[src/rtl/hazard_scheduler_if.sv]
// Decode-side interlock bundle: instruction fields in,
// stall/bubble controls and debug statistics out.
interface hazard_scheduler_if #(
  parameter int CNT_WIDTH = 16
);
  logic                 i_valid;
  logic [7:0]           i_opcode;
  logic [3:0]           i_rs1;
  logic [3:0]           i_rs2;
  logic [3:0]           i_rd;
  logic                 i_flush;
  logic                 o_stall;
  logic                 o_bubble;
  logic                 o_busy;
  logic [CNT_WIDTH-1:0] o_stall_cycles;
  logic [CNT_WIDTH-1:0] o_hazard_events;

  modport master (
    output i_valid, i_opcode, i_rs1, i_rs2, i_rd, i_flush,
    input  o_stall, o_bubble, o_busy,
    input  o_stall_cycles, o_hazard_events
  );

  modport slave (
    input  i_valid, i_opcode, i_rs1, i_rs2, i_rd, i_flush,
    output o_stall, o_bubble, o_busy,
    output o_stall_cycles, o_hazard_events
  );
endinterface

[src/rtl/hazard_scheduler.sv]
// Scoreboard interlock beside decode: stalls on RAW hazards
// against in-flight destinations and counts stall statistics.
module hazard_scheduler #(
  parameter int DEPTH     = 3,
  parameter int WB_BYPASS = 0,
  parameter int CNT_WIDTH = 16
) (
  input  logic          i_clk,
  input  logic          i_reset,
  hazard_scheduler_if.slave bus
);
  localparam logic [7:0] OP_LDA = 8'd1;
  localparam logic [7:0] OP_STA = 8'd2;
  localparam logic [7:0] OP_ADD = 8'd3;
  localparam logic [7:0] OP_SUB = 8'd4;
  localparam int NCMP = (WB_BYPASS != 0) ? DEPTH - 1 : DEPTH;

  logic [DEPTH-1:0]      slot_valid;
  logic [DEPTH-1:0][3:0] slot_rd;
  logic                  reads1;
  logic                  reads2;
  logic                  writes;
  logic                  hit1;
  logic                  hit2;
  logic                  hazard;
  logic                  prev_stall;
  logic [CNT_WIDTH-1:0]  stall_cycles;
  logic [CNT_WIDTH-1:0]  hazard_events;

  // Classify which sources the opcode reads and whether it writes rd
  always_comb begin
    reads1 = 1'b0;
    reads2 = 1'b0;
    writes = 1'b0;
    unique case (1'b1)
      (bus.i_opcode == OP_ADD) || (bus.i_opcode == OP_SUB): begin
        reads1 = 1'b1;
        reads2 = 1'b1;
        writes = 1'b1;
      end
      bus.i_opcode == OP_STA: reads1 = 1'b1;
      bus.i_opcode == OP_LDA: writes = 1'b1;
      default: ;
    endcase
  end

  // Match sources against slots not yet visible in the regfile
  always_comb begin
    hit1 = 1'b0;
    hit2 = 1'b0;
    for (int k = 0; k < NCMP; k++) begin
      if (slot_valid[k] && slot_rd[k] == bus.i_rs1)
        hit1 = 1'b1;
      if (slot_valid[k] && slot_rd[k] == bus.i_rs2)
        hit2 = 1'b1;
    end
    hazard = bus.i_valid &&
             ((reads1 && hit1) || (reads2 && hit2));
  end

  assign bus.o_stall         = hazard;
  assign bus.o_bubble        = hazard;
  assign bus.o_busy          = |slot_valid;
  assign bus.o_stall_cycles  = stall_cycles;
  assign bus.o_hazard_events = hazard_events;

  // Advance the scoreboard; a stalled decode enters as a bubble
  always_ff @(posedge i_clk or posedge i_reset) begin
    if (i_reset) begin
      slot_valid <= '0;
      slot_rd    <= '0;
    end else if (bus.i_flush) begin
      slot_valid <= '0;
    end else begin
      for (int k = DEPTH - 1; k >= 1; k--) begin
        slot_valid[k] <= slot_valid[k-1];
        slot_rd[k]    <= slot_rd[k-1];
      end
      slot_valid[0] <= bus.i_valid && writes && !hazard;
      slot_rd[0]    <= bus.i_rd;
    end
  end

  // Saturating stall statistics, unaffected by flush
  always_ff @(posedge i_clk or posedge i_reset) begin
    if (i_reset) begin
      prev_stall    <= 1'b0;
      stall_cycles  <= '0;
      hazard_events <= '0;
    end else begin
      prev_stall <= hazard;
      if (hazard && !(&stall_cycles))
        stall_cycles <= stall_cycles + CNT_WIDTH'(1);
      if (hazard && !prev_stall && !(&hazard_events))
        hazard_events <= hazard_events + CNT_WIDTH'(1);
    end
  end
endmodule

[src/flat_wrapper.sv]
// flat-port wrapper written by rule: the top's interface ports become plain ports
module hazard_scheduler_flat 
#(
  parameter int DEPTH     = 3,
  parameter int WB_BYPASS = 0,
  parameter int CNT_WIDTH = 16
)
  (i_clk, i_reset, bus_i_valid, bus_i_opcode, bus_i_rs1, bus_i_rs2, bus_i_rd, bus_i_flush, bus_o_stall, bus_o_bubble, bus_o_busy, bus_o_stall_cycles, bus_o_hazard_events);
  hazard_scheduler_if #(.CNT_WIDTH(CNT_WIDTH)) bus_i ();
  input  logic i_clk;
  input  logic i_reset;
  input wire logic [$bits(bus_i.i_valid)-1:0] bus_i_valid;
  input wire logic [$bits(bus_i.i_opcode)-1:0] bus_i_opcode;
  input wire logic [$bits(bus_i.i_rs1)-1:0] bus_i_rs1;
  input wire logic [$bits(bus_i.i_rs2)-1:0] bus_i_rs2;
  input wire logic [$bits(bus_i.i_rd)-1:0] bus_i_rd;
  input wire logic [$bits(bus_i.i_flush)-1:0] bus_i_flush;
  output wire logic [$bits(bus_i.o_stall)-1:0] bus_o_stall;
  output wire logic [$bits(bus_i.o_bubble)-1:0] bus_o_bubble;
  output wire logic [$bits(bus_i.o_busy)-1:0] bus_o_busy;
  output wire logic [$bits(bus_i.o_stall_cycles)-1:0] bus_o_stall_cycles;
  output wire logic [$bits(bus_i.o_hazard_events)-1:0] bus_o_hazard_events;
  assign bus_i.i_valid = bus_i_valid;
  assign bus_i.i_opcode = bus_i_opcode;
  assign bus_i.i_rs1 = bus_i_rs1;
  assign bus_i.i_rs2 = bus_i_rs2;
  assign bus_i.i_rd = bus_i_rd;
  assign bus_i.i_flush = bus_i_flush;
  assign bus_o_stall = bus_i.o_stall;
  assign bus_o_bubble = bus_i.o_bubble;
  assign bus_o_busy = bus_i.o_busy;
  assign bus_o_stall_cycles = bus_i.o_stall_cycles;
  assign bus_o_hazard_events = bus_i.o_hazard_events;
  hazard_scheduler #(.DEPTH(DEPTH), .WB_BYPASS(WB_BYPASS), .CNT_WIDTH(CNT_WIDTH)) u_core (.i_clk(i_clk), .i_reset(i_reset), .bus(bus_i));
endmodule
[config.mk]
export PLATFORM = sky130hd
export DESIGN_NAME = hazard_scheduler_flat
export DESIGN_NICKNAME = d
export VERILOG_FILES = /design/src/rtl/hazard_scheduler_if.sv /design/src/rtl/hazard_scheduler.sv /design/src/flat_wrapper.sv
export SDC_FILE = /design/constraint.sdc
export NUM_CORES = 1
export LEC_CHECK = 0
export ABC_AREA = 1
export BUFFER_PORTS_ARGS = -buffer_cell sky130_fd_sc_hd__buf_2
export CAP_MARGIN = 5
export CELL_PAD_IN_SITES_DETAIL_PLACEMENT = 1
export CELL_PAD_IN_SITES_GLOBAL_PLACEMENT = 2
export CORE_ASPECT_RATIO = 0.5
export CORE_MARGIN = 5
export CORE_UTILIZATION = 34
export CTS_BUF_LIST = sky130_fd_sc_hd__clkbuf_8
export DETAILED_ROUTE_END_ITERATION = 6
export PLACE_DENSITY_LB_ADDON = 0.1
export SYNTH_ARGS = -nofsm -noshare
export SYNTH_HDL_FRONTEND = slang
export SYNTH_SLANG_ARGS = --single-unit
[constraint.sdc]
create_clock -name i_clk -period 3.7 [get_ports i_clk]
set_input_delay 0.37 -clock i_clk [delete_from_list [all_inputs] [get_ports i_clk]]
set_output_delay 0.37 -clock i_clk [all_outputs]
set_load 0.02 [all_outputs]
Yosys cells after proc, flatten, opt, wreduce, memory -nomap -nowiden

Index checks and enable logic that the tools add are counted.
W data, S select, Z words.

Register bits after elaboration: 48
Bits of input ports: 24
Output and inout port bits: 35
Word-level logic and storage cells: 54

Add/sub/neg operators: 2
Equality and inequality tests: 10
Mux-type cells: 10
Reduce and logical (&&, ||, !) cells: 25

Operators by type and width:

| operator                | count |
|---|---|
| $add A16 B1 Y16 const B | 2 |
| $reduce_and A16 Y1      | 2 |
| $eq A4 B4 Y1            | 6 |
| $eq A8 B2 Y1 const B    | 2 |
| $logic_and A1 B1 Y1     | 14 |
| $mux W1                 | 9 |
| $eq A8 B1 Y1 const B    | 1 |
| $eq A8 B3 Y1 const B    | 1 |
| $logic_not A1 Y1        | 4 |
| $reduce_or A2 Y1        | 2 |
| $mux W3                 | 1 |
| $reduce_or A3 Y1        | 1 |
| $logic_or A1 B1 Y1      | 2 |

Longest topological paths before layout

Depth after elaboration: 11
Depth in mapped cells: 12
Depth with buffers taken out: 12

Worst setup path after synthesis

Ideal clock, no wire load.

Kind: in2out
Start: input bus_i_opcode[7]
End: output bus_o_stall
Arrival: 1.509 ns
Data required time: 3.330 ns
Path slack: 1.821 ns
Stages on the path: 9
Path buffers: 2
Path through: nor2_1 nand2_1 nor2_1 nand3_1 inv_1 nand2_2 a21boi_4 buf_4 buf_4

Word-level cells in the longest chain between the ends: 7
Elaborated cells on any way between the ends: 11
Those cells by class: eq/ne: 3; mux: 2; reduce/logical: 6

RTL lines:

| item                                         | RTL line               | text |
|---|---|---|
| start, declared                              | flat_wrapper.sv:13     | `input wire logic [$bits(bus_i.i_opcode)-1:0] bus_i_opcode;` |
| $eq A8 B2 Y1 or $eq A8 B3 Y1 (tied branches) | hazard_scheduler.sv:36 | `(bus.i_opcode == OP_ADD) \|\| (bus.i_opcode == OP_SUB): begin` |
| $logic_or A1 B1 Y1                           | hazard_scheduler.sv:36 |  |
| $reduce_or A2 Y1 (no line)                   | --                     |  |
| $mux W1                                      | hazard_scheduler.sv:35 | `unique case (1'b1)` |
| $logic_and A1 B1 Y1                          | hazard_scheduler.sv:58 | `((reads1 && hit1) \|\| (reads2 && hit2));` |
| $logic_or A1 B1 Y1 (*)                       | hazard_scheduler.sv:58 |  |
| $logic_and A1 B1 Y1 (*)                      | hazard_scheduler.sv:57 | `hazard = bus.i_valid &&` |
| end, declared                                | flat_wrapper.sv:18     | `output wire logic [$bits(bus_i.o_stall)-1:0] bus_o_stall;` |

Every way passes the cells marked *; elsewhere a longest branch is shown, timed or not.

Worst setup path after layout

Start: register u_core.slot_rd[5] (netlist name)
End: output bus_o_stall

Word-level cells in the longest chain between the ends: 7
Elaborated cells on any way between the ends: 12
Those cells by class: eq/ne: 2; mux: 4; reduce/logical: 6

RTL lines:

| item                                            | RTL line                                       | text |
|---|---|---|
| start, declared                                 | hazard_scheduler.sv:19                         | `logic [DEPTH-1:0][3:0] slot_rd;` |
| start signal, assigned by index                 | hazard_scheduler.sv:77                         | `slot_rd[k] <= slot_rd[k-1];` |
| $eq A4 B4 Y1, on equally long branches          | hazard_scheduler.sv:52, hazard_scheduler.sv:54 |  |
| $logic_and A1 B1 Y1, on equally long branches   | hazard_scheduler.sv:52, hazard_scheduler.sv:54 |  |
| $mux W1, on equally long branches (2 in series) | hazard_scheduler.sv:52, hazard_scheduler.sv:54 |  |
| $logic_and A1 B1 Y1                             | hazard_scheduler.sv:58                         |  |
| $logic_or A1 B1 Y1 (*)                          | hazard_scheduler.sv:58                         |  |
| $logic_and A1 B1 Y1 (*)                         | hazard_scheduler.sv:57                         |  |

Marked as above.

==> run metrics <==
outcome finished, final reports clean; minimum clock period around 2.5 ns; CTS tree done; routed vias/inst slightly below 5; Routed Antenna Nets 0; Die X between 100 and 150 um; DRT Wirelength between 8000 and 9000 um; Cells after Synth between 400 and 500; yosys warns 0; Area contributors post-synth dfrtp_1 (40%), nand2_1 (19%), nand3_1 (5.8%); post-synthesis cell area 0.00303 sq mm; CTS Root Cell clkbuf_8; cts hold-fix bufs 0; first-pass GRT wire length 14,900 um; Required @ worst endpoint 3.33 ns; PortBufs 58; Hold WC Path Type in -> reg; initial drt markers 41; Final GP Congestion roughly 0.84; max cap viols 0; sequential-to-total area share from yosys stat 39.7%; total CTS buffers 5; Worst Path Class, Setup reg -> out; Row Count 24; Slew headroom between 20% and 30%; largest area contributor in the netlist dfrtp_1; Setup crit start kind flip-flop; antenna violations before repair 0; DR DRC count 0; Final Hold Fails 0; Avg Inst Size Synth between 7 and 8 sq um; share of the synthesized area in the top cell type 39.7%; number of synthesized flops with an enable pin 0; post_cts resized 0; M3 GR Usage ~3.8%; final setup vio count 0; worst vdd ir about 130 uV; Post-synth ARST share 100%; worst slew pin tran 1.05 ns; CP Data Arrival Time around 2.2 ns; most frequent cell after synthesis nand2_1; met2 usage between 20% and 30%; area grow syn2layout 15.9%; wire per inst between 10 and 15 um; via count 2,856; power per standard cell area ~280 mW/mm^2; drt first pass iters 4; largest net degree at the start of global routing slightly below 50; syn_nets 443; CP endpoint kind primary output; final period utilization 68.1%; Setup Buffers After CTS 0; M1 GR Usage 20.4%; post-route clock skew just under 0.006 ns; unrepaired setup endpoints after global routing no; setup TNS 0 ns; later-pin clock latency in the skew report about 0.30 ns; GR Overflow Total 0; clock-pin slew on the worst setup and hold paths about 0.09 ns; H-tree depth 2; Detail Placement HPWL 6650 um; Yosys reg bits 48; Post-synth top flop dfrtp_1; CP max FO 20; fraction of final layout cells sized beyond drive strength 1 19.9%; Slew Viols, Final 0; Initial Utilization 34.8%; die area 0.0110 sq mm; synth unique cells 28; ant diodes 0; synth cell count leaders nand2_1 (155), dfrtp_1 (48), inv_1 (37); post-place instance area around 0.0034 sq mm; IO Pins 59; vias in the first global route ~3,100; Nets between 500 and 600; Pleak 1.91 nW; design area approximately 0.0035 sq mm; Bufs on Longest Clock Path 2; Vert. Die Dim 76.7 um; fmax ~0.40 GHz; clk sinks 48; gr usage total 16.5%; core area approximately 0.0087 sq mm; gr busiest metal met2
==> routing by layer <==
metal  part of all wire, %  vias up
met4                  0.79        0
met2                    51       33
li1                      -     1423
met3                   3.7        7
met5                     0        -
met1                    45     1393
==> stage by stage <==
step	util [%]	worst slack, ns	std cells	total power, mW	hold slack (ns)
2_1_floorplan	-	1.82	417	0.624	0.453
3_3_place_gp	39.3	1.48	586	0.666	0.471
3_5_place_dp	39.3	1.41	586	0.670	0.474
4_1_cts	40.3	1.16	594	1.00	0.274
5_1_grt	40.3	0.997	594	1.04	0.269
6_report	40.3	1.18	594	0.983	0.284
==> logic make-up (layout without fill, tap and decap cells) <==
logic type	after synthesis	after routing	share of synthesized area, %
flops	48	48	39.7
xor+xnor	34	34	9.83
fa+ha+maj	2	2	0.826
simple gates	267	267	39.4
buf+inv	48	108	6.69
compound gates	18	18	3.55
==> cells in the final DEF (no fill, tap or decap), drive strengths merged, types with 2 or more instances in the layout <==
cell / netlist / routed
inv: 41 / 43
nand2: 165 / 165
dfrtp: 48 / 48
nor2: 39 / 39
nand3: 40 / 40
xnor2: 14 / 14
xor2: 20 / 20
nor3: 13 / 13
ha: 2 / 2
buf: 4 / 58
nor4: 2 / 2
nand4: 7 / 7
clkbuf: 2 / 6
o21ai: 15 / 15
==> worst max-delay path, cell delays in order, from the launching register on <==
cell	delay (ns)
dfrtp_1	0.40
inv_1	0.13
o21ai_0	0.11
nor2_1	0.13
nand3_1	0.08
nand3_1	0.09
nand2_2	0.08
a21boi_4	0.54
buf_2	0.28
==> cell type report <==
cell class                      instances  area (sq um)
Inverter                               42           158
Clock inverter                          2          7.51
Multi-Input combinational cell        321          1620
Tap cell                              117           146
Clock buffer                            6          82.6
Timing Repair Buffer                   58           290
Sequential cell                        48          1200
Fill cell                            1139          5200
==> power breakdown <==
part	switching [mW]	total, mW	leakage, nW	internal, mW
clock network	0.179	0.327	0.0538	0.147
registers	0.0135	0.552	0.652	0.539
logic	0.0688	0.104	1.21	0.0356
==> state kept, by name, indices dropped and copies added, names as in the netlist <==
name                        flops
u_core.bus.o_hazard_events     16
u_core.bus.o_stall_cycles      16
u_core.prev_stall               1
u_core.slot_rd                 12
u_core.slot_valid               3
==> path summary, 6_finish.rpt <==
check	startpoint	slack (ns)	cells past startpoint	to
min in group asynchronous	i_reset	0.32	2	u_core.slot_valid[0]
worst max register to register	u_core.slot_rd[5]	1.56	10	u_core.bus.o_stall_cycles[10]
worst min-delay path	bus_i_rd[3]	0.28	3	u_core.slot_rd[3]
max in group asynchronous	i_reset	2.74	2	u_core.slot_rd[0]
worst max-delay path	u_core.slot_rd[5]	1.18	8	bus_o_stall
worst min register to register	u_core.slot_rd[7]	0.50	2	u_core.slot_rd[7]
Power figures use the tool's default switching activity.
